`src/rtl/digit_overlay_ctrl.sv`:
```
// ---------------------------------------------------------------------------
// digit_overlay_ctrl
//
// Overlay renderer for the 96x64 OLED pixel path. Draws NUM_CHARS coloured
// seven-segment digits plus a circular button-status indicator, with
// debounced buttons, a wrapping selection cursor, per-channel visibility
// toggles and an optional blinking highlight on the selected channel.
//
// Optional feature macro: OVERLAY_BLINK_EN
//   defined   : the selected channel blinks with a half-period of BLINK_HALF.
//   undefined : no blink counter; the selected channel is drawn steadily in
//               WHITE instead of its own colour.
//
// Ports (top):
//   clock_1000Hz  in   1             sole clock (1 kHz tick)
//   rst_n         in   1             asynchronous active-low reset
//   px, py        in   7 each        current pixel coordinate
//   btnL/R/C      in   1 each        raw (already synchronised) buttons
//   values        in   4*NUM_CHARS   digit value per channel
//   colours       in   16*NUM_CHARS  RGB565 colour per channel
//   oled_data     out  16            pixel colour (combinational)
//   sel           out  SEL_W         selected channel index
//   visible       out  NUM_CHARS     per-channel visibility flags
//
// Also contains the helper blocks draw_digit and draw_circle.
// ---------------------------------------------------------------------------

// draw_digit: 8x12 seven-segment glyph with its top-left at (x0_i, y0_i).
// Segments are 2 pixels thick. Values 10..15 render blank. pix_o is
// colour_i on a lit pixel, else black.
module draw_digit (
    input  logic [6:0]  px_i,
    input  logic [6:0]  py_i,
    input  logic [7:0]  x0_i,
    input  logic [7:0]  y0_i,
    input  logic [3:0]  value_i,
    input  logic [15:0] colour_i,
    output logic [15:0] pix_o
);
    logic [8:0] dx;
    logic [8:0] dy;
    logic       in_box;
    logic [2:0] lx;
    logic [3:0] ly;
    logic [6:0] seg_mask;   // {a,b,c,d,e,f,g}
    logic [6:0] seg_hit;

    assign dx     = {2'b00, px_i} - {1'b0, x0_i};
    assign dy     = {2'b00, py_i} - {1'b0, y0_i};
    assign in_box = ({1'b0, px_i} >= x0_i) && (dx < 9'd8) &&
                    ({1'b0, py_i} >= y0_i) && (dy < 9'd12);
    assign lx     = dx[2:0];
    assign ly     = dy[3:0];

    always_comb begin
        seg_mask = 7'b0000000;
        case (value_i)
            4'd0: seg_mask = 7'b1111110;
            4'd1: seg_mask = 7'b0110000;
            4'd2: seg_mask = 7'b1101101;
            4'd3: seg_mask = 7'b1111001;
            4'd4: seg_mask = 7'b0110011;
            4'd5: seg_mask = 7'b1011011;
            4'd6: seg_mask = 7'b1011111;
            4'd7: seg_mask = 7'b1110000;
            4'd8: seg_mask = 7'b1111111;
            4'd9: seg_mask = 7'b1111011;
            default: seg_mask = 7'b0000000;
        endcase
    end

    always_comb begin
        seg_hit    = 7'b0000000;
        seg_hit[6] = (ly <= 4'd1);                    // a
        seg_hit[5] = (lx >= 3'd6) && (ly <= 4'd5);    // b
        seg_hit[4] = (lx >= 3'd6) && (ly >= 4'd6);    // c
        seg_hit[3] = (ly >= 4'd10);                   // d
        seg_hit[2] = (lx <= 3'd1) && (ly >= 4'd6);    // e
        seg_hit[1] = (lx <= 3'd1) && (ly <= 4'd5);    // f
        seg_hit[0] = (ly == 4'd5) || (ly == 4'd6);    // g
    end

    assign pix_o = (in_box && |(seg_mask & seg_hit)) ? colour_i : 16'h0000;
endmodule

// draw_circle: filled disc of radius RADIUS centred on (cx_i, cy_i).
module draw_circle #(
    parameter int RADIUS = 4
) (
    input  logic [6:0]  px_i,
    input  logic [6:0]  py_i,
    input  logic [6:0]  cx_i,
    input  logic [6:0]  cy_i,
    input  logic [15:0] colour_i,
    output logic [15:0] pix_o
);
    localparam logic signed [15:0] R2 = 16'(RADIUS * RADIUS);

    logic signed [7:0]  dx;
    logic signed [7:0]  dy;
    logic signed [15:0] dxw;
    logic signed [15:0] dyw;
    logic signed [15:0] dsq;

    assign dx    = $signed({1'b0, px_i}) - $signed({1'b0, cx_i});
    assign dy    = $signed({1'b0, py_i}) - $signed({1'b0, cy_i});
    assign dxw   = {{8{dx[7]}}, dx};
    assign dyw   = {{8{dy[7]}}, dy};
    assign dsq   = dxw * dxw + dyw * dyw;
    assign pix_o = (dsq <= R2) ? colour_i : 16'h0000;
endmodule

module digit_overlay_ctrl #(
    parameter  int NUM_CHARS   = 2,
    parameter  int X0          = 18,
    parameter  int X_STEP      = 32,
    parameter  int Y0          = 8,
    parameter  int DEBOUNCE_MS = 10,
    parameter  int BLINK_HALF  = 250,
    localparam int SEL_W       = (NUM_CHARS > 1) ? $clog2(NUM_CHARS) : 1
) (
    input  logic                   clock_1000Hz,
    input  logic                   rst_n,
    input  logic [6:0]             px,
    input  logic [6:0]             py,
    input  logic                   btnL,
    input  logic                   btnR,
    input  logic                   btnC,
    input  logic [4*NUM_CHARS-1:0] values,
    input  logic [16*NUM_CHARS-1:0] colours,
    output logic [15:0]            oled_data,
    output logic [SEL_W-1:0]       sel,
    output logic [NUM_CHARS-1:0]   visible
);
    localparam logic [15:0] WHITE   = 16'hFFFF;
    localparam logic [15:0] MAGENTA = 16'hF87A;
    localparam int          CNT_W   = $clog2(DEBOUNCE_MS + 1);

    // ---------------- debounce: index 0 = L, 1 = R, 2 = C ----------------
    logic [2:0]       raw;
    logic [CNT_W-1:0] db_cnt_q [3];
    logic [CNT_W-1:0] db_cnt_d [3];
    logic [2:0]       stable_q, stable_d;
    logic [2:0]       stable_prev_q;
    logic [2:0]       press;

    assign raw = {btnC, btnR, btnL};

    always_comb begin
        for (int b = 0; b < 3; b++) begin
            db_cnt_d[b] = db_cnt_q[b];
            stable_d[b] = stable_q[b];
            if (raw[b] != stable_q[b]) begin
                // This clock is the DEBOUNCE_MS-th consecutive mismatch.
                if (db_cnt_q[b] == CNT_W'(DEBOUNCE_MS - 1)) begin
                    stable_d[b] = raw[b];
                    db_cnt_d[b] = '0;
                end else begin
                    db_cnt_d[b] = db_cnt_q[b] + 1'b1;
                end
            end else begin
                db_cnt_d[b] = '0;
            end
        end
    end

    // One-clock pulse in the cycle after a stable 0->1 transition.
    assign press = stable_q & ~stable_prev_q;

    // ---------------- cursor and visibility ----------------
    logic [SEL_W-1:0]     sel_q, sel_d;
    logic [NUM_CHARS-1:0] vis_q, vis_d;
    logic [15:0]          ind_q;

    always_comb begin
        sel_d = sel_q;
        if (press[0] && !press[1]) begin
            sel_d = (sel_q == '0) ? SEL_W'(NUM_CHARS - 1) : sel_q - 1'b1;
        end else if (press[1] && !press[0]) begin
            sel_d = (sel_q == SEL_W'(NUM_CHARS - 1)) ? '0 : sel_q + 1'b1;
        end
    end

    // Toggle uses the pre-move selection.
    always_comb begin
        vis_d = vis_q;
        if (press[2]) begin
            vis_d[sel_q] = ~vis_q[sel_q];
        end
    end

    always_ff @(posedge clock_1000Hz or negedge rst_n) begin
        if (!rst_n) begin
            for (int b = 0; b < 3; b++) begin
                db_cnt_q[b] <= '0;
            end
            stable_q      <= '0;
            stable_prev_q <= '0;
            sel_q         <= '0;
            vis_q         <= '1;
            ind_q         <= WHITE;
        end else begin
            for (int b = 0; b < 3; b++) begin
                db_cnt_q[b] <= db_cnt_d[b];
            end
            stable_q      <= stable_d;
            stable_prev_q <= stable_q;
            sel_q         <= sel_d;
            vis_q         <= vis_d;
            ind_q         <= (|stable_q) ? MAGENTA : WHITE;
        end
    end

    // ---------------- blink ----------------
    logic blink_phase;

`ifdef OVERLAY_BLINK_EN
    localparam int BW = (BLINK_HALF > 1) ? $clog2(BLINK_HALF) : 1;

    logic [BW-1:0] blink_cnt_q, blink_cnt_d;
    logic          blink_phase_q, blink_phase_d;

    always_comb begin
        blink_cnt_d   = blink_cnt_q;
        blink_phase_d = blink_phase_q;
        if (sel_d != sel_q) begin
            // A moving cursor restarts in the shown phase.
            blink_cnt_d   = '0;
            blink_phase_d = 1'b1;
        end else if (blink_cnt_q == BW'(BLINK_HALF - 1)) begin
            blink_cnt_d   = '0;
            blink_phase_d = ~blink_phase_q;
        end else begin
            blink_cnt_d   = blink_cnt_q + 1'b1;
        end
    end

    always_ff @(posedge clock_1000Hz or negedge rst_n) begin
        if (!rst_n) begin
            blink_cnt_q   <= '0;
            blink_phase_q <= 1'b1;
        end else begin
            blink_cnt_q   <= blink_cnt_d;
            blink_phase_q <= blink_phase_d;
        end
    end

    assign blink_phase = blink_phase_q;
`else
    assign blink_phase = 1'b1;
`endif

    // ---------------- rendering ----------------
    logic [15:0] ch_pix [NUM_CHARS];
    logic [15:0] circle_pix;

    for (genvar i = 0; i < NUM_CHARS; i++) begin : g_ch
        localparam int XI = X0 + i * X_STEP;

        logic        is_sel;
        logic        ch_en;
        logic [15:0] ch_colour;
        logic [15:0] digit_pix;

        assign is_sel = (sel_q == SEL_W'(i));
        assign ch_en  = vis_q[i] && !(is_sel && !blink_phase);
`ifdef OVERLAY_BLINK_EN
        assign ch_colour = colours[16*i +: 16];
`else
        assign ch_colour = is_sel ? WHITE : colours[16*i +: 16];
`endif

        draw_digit u_digit (
            .px_i     (px),
            .py_i     (py),
            .x0_i     (8'(XI)),
            .y0_i     (8'(Y0)),
            .value_i  (values[4*i +: 4]),
            .colour_i (ch_colour),
            .pix_o    (digit_pix)
        );

        assign ch_pix[i] = ch_en ? digit_pix : 16'h0000;
    end

    draw_circle #(.RADIUS(4)) u_circle (
        .px_i     (px),
        .py_i     (py),
        .cx_i     (7'd7),
        .cy_i     (7'd7),
        .colour_i (ind_q),
        .pix_o    (circle_pix)
    );

    // Lowest-index non-black channel wins, then the indicator, then black.
    always_comb begin
        oled_data = circle_pix;
        for (int i = NUM_CHARS - 1; i >= 0; i--) begin
            if (ch_pix[i] != 16'h0000) begin
                oled_data = ch_pix[i];
            end
        end
    end

    assign sel     = sel_q;
    assign visible = vis_q;
endmodule

```
`config.mk`:
```
export PLATFORM = sky130hd
export DESIGN_NAME = digit_overlay_ctrl
export DESIGN_NICKNAME = d
export VERILOG_FILES = /design/src/rtl/digit_overlay_ctrl.sv
export SDC_FILE = /design/constraint.sdc
export NUM_CORES = 1
export LEC_CHECK = 0
export CORE_ASPECT_RATIO = 1.25
export CORE_MARGIN = 2
export CORE_UTILIZATION = 30
export CTS_BUF_LIST = sky130_fd_sc_hd__clkbuf_2 sky130_fd_sc_hd__clkbuf_4 sky130_fd_sc_hd__clkbuf_8
export DETAILED_ROUTE_END_ITERATION = 7
export MAX_ROUTING_LAYER = met4
export PLACE_DENSITY = 0.46
export SLEW_MARGIN = 20
export SYNTH_ARGS = -nofsm -noshare
export SYNTH_HDL_FRONTEND = slang
export SYNTH_SLANG_ARGS = --single-unit
```
`constraint.sdc`:
```
create_clock -name clock_1000Hz -period 15.45 [get_ports clock_1000Hz]
set_input_delay 3.09 -clock clock_1000Hz [delete_from_list [all_inputs] [get_ports clock_1000Hz]]
set_output_delay 3.09 -clock clock_1000Hz [all_outputs]
set_load 0.01 [all_outputs]
```
==> results_dict.tcl, run 1 <==
set metrics [dict create \
    synth_common_cells "inv_1, fa_1, nor2_1" \
    netlist_instances 777 \
    grt_max_degree 23 \
    synth-edff-count 0 \
    postPlaceCellArea_um2 7910 \
    hold_buffers 0 \
    die_x_um 139 \
    slew_headroom 0.385 \
    yosys.cell_count.top_type "inv_1" \
    grt_pass1_wl_um 28000 \
    nFillCells 2298 \
    start_util 0.306 \
    fmaxAchievable_mhz 67.2 \
    synth_largest_type_area_fraction 0.330 \
    gr-usage-met3 0.0133 \
    status "completed" \
    multiInputGateArea_um2 5530 \
    cts-root-buf "clkbuf_8" \
    core-area_um2 22200 \
    io_pins 78 \
    yosys.area.top_type "fa_1" \
    wire_per_inst_um 14.9 \
    synth_area_um2 6790 \
    grt_overflow 0 \
    hold_slack_ns 0.475 \
    gp_congestion 0.863 \
    post-route-period-util 0.963 \
    critical_path_class "in -> out" \
    io_buffers 77 \
    rows 61 \
    layout_min_cycle_time_ns 14.88 \
    final_antenna_net_count 0 \
    syn_area_per_cell_um2 8.74 \
    drt_iter0_drc 156 \
    antennaDiodeCount 0 \
    dieArea_um2 23900 \
    synth_top_cells_by_area "fa_1, ha_1, inv_1" \
    dr.pass1.iters 4 \
    dpl.hpwl_um 15200 \
    fp.dieH_um 172 \
    required_ns 12.36 \
    setup_slack_ns 0.568 \
    area_growth_pct 17.2 \
    synth_seq_cells 22 \
    wirelength_um 16900 \
    nNetsFinal 1103 \
    antenna_found_initial 0 \
    worstMarginPinSlew_ns 0.919 \
    regArea_um2 554 \
    cts_tree "done" \
    grt_most_used_layer "met2" \
    cts_buffer_depth 2 \
    cts_htree_levels 1 \
    cp_data_arrival_time_ns 11.79 \
    ys_types 61 \
    cts_sinks 22 \
    finalClockSkew_ns 0.00935 \
    grtUsageMet2 0.282 \
    path_max_fanout 9 \
    setup_viol 0 \
    synth_ff_type "dfrtp_1" \
    insertion_delay_ns 0.26 \
    cp-end-kind "output pin" \
    drive_gt1_frac 0.0399 \
    finish.instance_area_um2 7960 \
    pre_cts_slack_ns 0.333 \
    rsz0062_at_grt "false" \
    final_max_slew_viol_count 0 \
    grt_usage 0.150 \
    num_vias 5201 \
    start_kind "input port" \
    drv_cap 0 \
    grtUsageMet1 0.177 \
    grt_pass1_vias 5534 \
    numCtsBuffers 3 \
    hold_path_class "reg -> reg" \
    setup_tns_ns 0 \
    vias_per_cell 4.58 \
    drcViolationCount 0 \
    async_reset_ff_frac 1.00 \
    hold_viol 0 \
    yosysWarnings 0 \
    seq_area_frac_synth 0.0816 \
    clkTransAtPathRegs_ns 0.08 \
]
worst max-delay path, cell delays in order:
cell and delay, ns:
clkdlybuf4s50_1 0.62, ha_1 0.34, a21oi_1 0.23, nor3b_1 0.34
xor2_2 0.36, inv_1 0.22, nor2_1 0.22, inv_1 0.09
fa_1 0.50, fa_1 0.51, fa_1 0.54, inv_1 0.05
fa_1 0.46, fa_1 0.54, inv_1 0.05, fa_1 0.53
inv_1 0.04, ha_1 0.35, a21o_1 0.21, a221oi_2 0.26
o211ai_1 0.14, or4_4 0.55, nor4_4 0.31, a21oi_2 0.19
a21oi_2 0.31, o22a_1 0.20, clkdlybuf4s50_1 0.53
per-layer routing:
layer | vias up | share of wire
met5 | - | 0
met4 | 0 | 0.019
met3 | 16 | 0.027
met2 | 82 | 0.53
met1 | 2518 | 0.42
li1 | 2585 | -
kinds of logic (layout without fill, tap and decap cells):
logic type	Yosys count	count (layout)	share of synthesized area
AO/OA/AOI/OAI	110	110	0.107
XOR/XNOR	47	47	0.0647
adder cells (fa/ha/maj)	191	191	0.476
buffers and inverters	190	262	0.108
flip-flops	22	22	0.0816
multiplexers	9	9	0.0140
other	1	4	0.000552
AND/OR/NAND/NOR	207	207	0.149
path summary, 6_finish.rpt:
kind	slack, ns	from	cells after the start	endpoint
max	0.57	px[0]	27	oled_data[4]
min	0.48	stable_q[0]	0	stable_prev_q[0]
max reg2reg	14.26	db_cnt_q[0]	3	stable_q[2]
min reg2reg	0.48	stable_q[0]	0	stable_prev_q[0]
max in group asynchronous	12.32	rst_n	1	visible[1]
min in group asynchronous	2.77	rst_n	1	db_cnt_q[4]
state kept, by name (all words and copies together) (netlist names):
| register | cells |
|---|---|
| stable_q | 3 |
| ind_q | 1 |
| visible | 2 |
| sel | 1 |
| db_cnt_q | 12 |
| stable_prev_q | 3 |
final cells by class:
type                            count  area share
Clock buffer                        4     0.00691
Inverter                          174      0.0823
Multi-Input combinational cell    568       0.694
Sequential cell                    22      0.0696
Tap cell                          283      0.0445
Timing Repair Buffer               84       0.103
cell usage in the layout (no fill, tap or decap), types with 3 or more instances in the layout:
cell             instances
a32oi_1                  3
conb_1                   4
dfrtp_1                 19
nor2_1                  94
or2_2                    5
fa_1                   112
a21o_1                   4
a21oi_1                 30
nor3_1                   7
o211ai_1                 4
o22a_1                   6
inv_1                  170
mux2i_1                  5
buf_4                    7
and2_1                  12
dfstp_2                  3
xor2_1                  14
a21boi_0                 4
nand3b_1                 5
nand2_1                 32
xnor2_1                 30
mux2_2                   4
clkbuf_8                 4
o22ai_1                  5
a22oi_1                  3
nor4_1                   7
ha_1                    79
a211oi_1                 4
nor3b_1                  9
nand3_1                  8
o21bai_1                 9
nand2b_1                10
nor2b_1                  8
clkdlybuf4s50_1         76
o21ai_0                 22
through the flow:
step | cells | utilization
floorplan | 780 | -
global placement | 1131 | 0.356
detailed placement | 1131 | 0.356
CTS | 1135 | 0.358
global route | 1135 | 0.359
finish | 1135 | 0.359
repair_timing:
item | in CTS | in global routing
setup buffers | 0 | 0
setup endpoints to repair | 0 | 11
gates resized for setup | 0 | 1
Power of run 1 is not shown: default switching activity piles up to over one toggle a cycle in this logic, so the estimate is an artifact.
==> run 2: changes to the inputs <==
- SKIP_CTS_REPAIR_TIMING: not set -> 1
==> results of run 2 <==
The final DEF is identical to that of run 1; final timing and power are the same.
Power of run 2 is left out for the same reason.
==> run 3: changes to the inputs <==
- CAP_MARGIN: not set -> 30
==> results_dict.tcl, run 3 (synthesis gave the netlist of run 1 again) <==
set metrics [dict create \
    status "completed" \
    dpl.hpwl_um 15300 \
    num_vias 5251 \
    grt_usage 0.149 \
    wl_met2_um 9210 \
    post-route-period-util 0.965 \
    largest_register "db_cnt_q" \
    drcViolationCount 0 \
    nFillCells 2296 \
    antenna_found_initial 0 \
    start_util 0.306 \
    final_max_slew_viol_count 0 \
    grt_overflow 0 \
    reg_top3 "db_cnt_q (12), stable_prev_q (3), stable_q (3)" \
    clkTransAtPathRegs_ns 0.08 \
    gp_congestion 0.863 \
    grt_pass1_wl_um 27800 \
    final_antenna_net_count 0 \
    cts_sinks 22 \
    nNetsFinal 1105 \
    fp.dieH_um 172 \
    core-area_um2 22200 \
    required_ns 12.36 \
    cp-end-kind "output pin" \
    start_kind "input port" \
    fmaxAchievable_mhz 67.1 \
    grt_pass1_vias 5523 \
    critical_path_class "in -> out" \
    pre_cts_slack_ns 0.335 \
    hold_viol 0 \
    dr.pass1.iters 5 \
    wire_per_inst_um 15.0 \
    numCtsBuffers 3 \
    area_growth_pct 17.6 \
    postPlaceCellArea_um2 7920 \
    vias_per_cell 4.62 \
    mostFrequentLayoutCell "inv_1" \
    layout_min_cycle_time_ns 14.91 \
    dr_wl_met3_um 478 \
    largest_reg_flops 12 \
    insertion_delay_ns 0.26 \
    io_buffers 77 \
    rows 61 \
    antennaDiodeCount 0 \
    top_layer_used "met4" \
    drv_cap 0 \
    drt_iter0_drc 196 \
    slew_headroom 0.543 \
    finalClockSkew_ns 0.00182 \
    m1WireLength_um 7100 \
    io_pins 78 \
    setup_viol 0 \
    worstMarginPinSlew_ns 0.685 \
    cts-root-buf "clkbuf_8" \
    grt_max_degree 22 \
    wirelength_um 17100 \
    hold_path_class "reg -> reg" \
    cts_htree_levels 1 \
    path_max_fanout 9 \
    cp_data_arrival_time_ns 11.82 \
    die_x_um 139 \
    final_cell_mix "inv_1, fa_1, nor2_1" \
    setup_tns_ns 0 \
    rsz0062_at_grt "false" \
    setup_slack_ns 0.538 \
    cts_tree "done" \
    finish.instance_area_um2 7990 \
    dieArea_um2 23900 \
    cts_buffer_depth 2 \
    drive_gt1_frac 0.0410 \
]
-- run 3: cell types whose count changed in the layout (fill, tap and decap cells not counted), sizes merged --
| cell | before | now |
|---|---|---|
| clkbuf | 4 | 5 |
| clkdlybuf4s50 | 76 | 77 |
-- run 3: final cells by class --
cell class,instances,area [um^2],share of cell area
clock buffers,4,55.1,0.00689
inverters,174,656,0.0821
multi-input cells,568,5530,0.692
flip-flops and latches,22,554,0.0694
well taps,283,354,0.0443
repair buffers,86,846,0.106
-- run 3: per-stage QoR --
step | cells | util | hold WS [ns]
6_report | 1137 | 0.360 | 0.475
5_1_grt | 1137 | 0.360 | 0.497
4_1_cts | 1136 | 0.359 | 0.477
3_5_place_dp | 1132 | 0.357 | 0.448
3_3_place_gp | 1131 | 0.356 | 0.458
2_1_floorplan | 780 | - | 0.419
-- run 3: routing by layer --
layer	GRT usage	up-vias
met5	-	-
met4	0.0280	0
met2	0.286	96
met1	0.172	2557
li1	-	2584
met3	0.0127	14
-- run 3: worst paths after layout --
path / startpoint / end / slack (ns) / cells after the start
setup / recovery: px[0] / oled_data[4] / 0.54 / 27
hold / removal: stable_q[0] / stable_prev_q[0] / 0.48 / 0
setup reg to reg: db_cnt_q[8] / stable_q[0] / 14.26 / 3
hold reg to reg: stable_q[0] / stable_prev_q[0] / 0.48 / 0
max in group asynchronous: rst_n / visible[1] / 11.78 / 2
min in group asynchronous: rst_n / db_cnt_q[5] / 3.14 / 1
-- run 3: worst max-delay path, cell delays in order --
cell and delay (ns):
clkdlybuf4s50_1 0.62, ha_1 0.34, a21oi_1 0.24, nor3b_1 0.34
xor2_2 0.36, inv_1 0.23, nor2_1 0.23, inv_1 0.09
fa_1 0.50, fa_1 0.51, fa_1 0.54, inv_1 0.05
fa_1 0.46, fa_1 0.54, inv_1 0.05, fa_1 0.53
inv_1 0.04, ha_1 0.35, a21o_1 0.22, a221oi_2 0.26
o211ai_1 0.14, or4_4 0.55, nor4_4 0.31, a21oi_2 0.19
a21oi_2 0.32, o22a_1 0.20, clkdlybuf4s50_1 0.53
Power of run 3 is left out for the same reason.
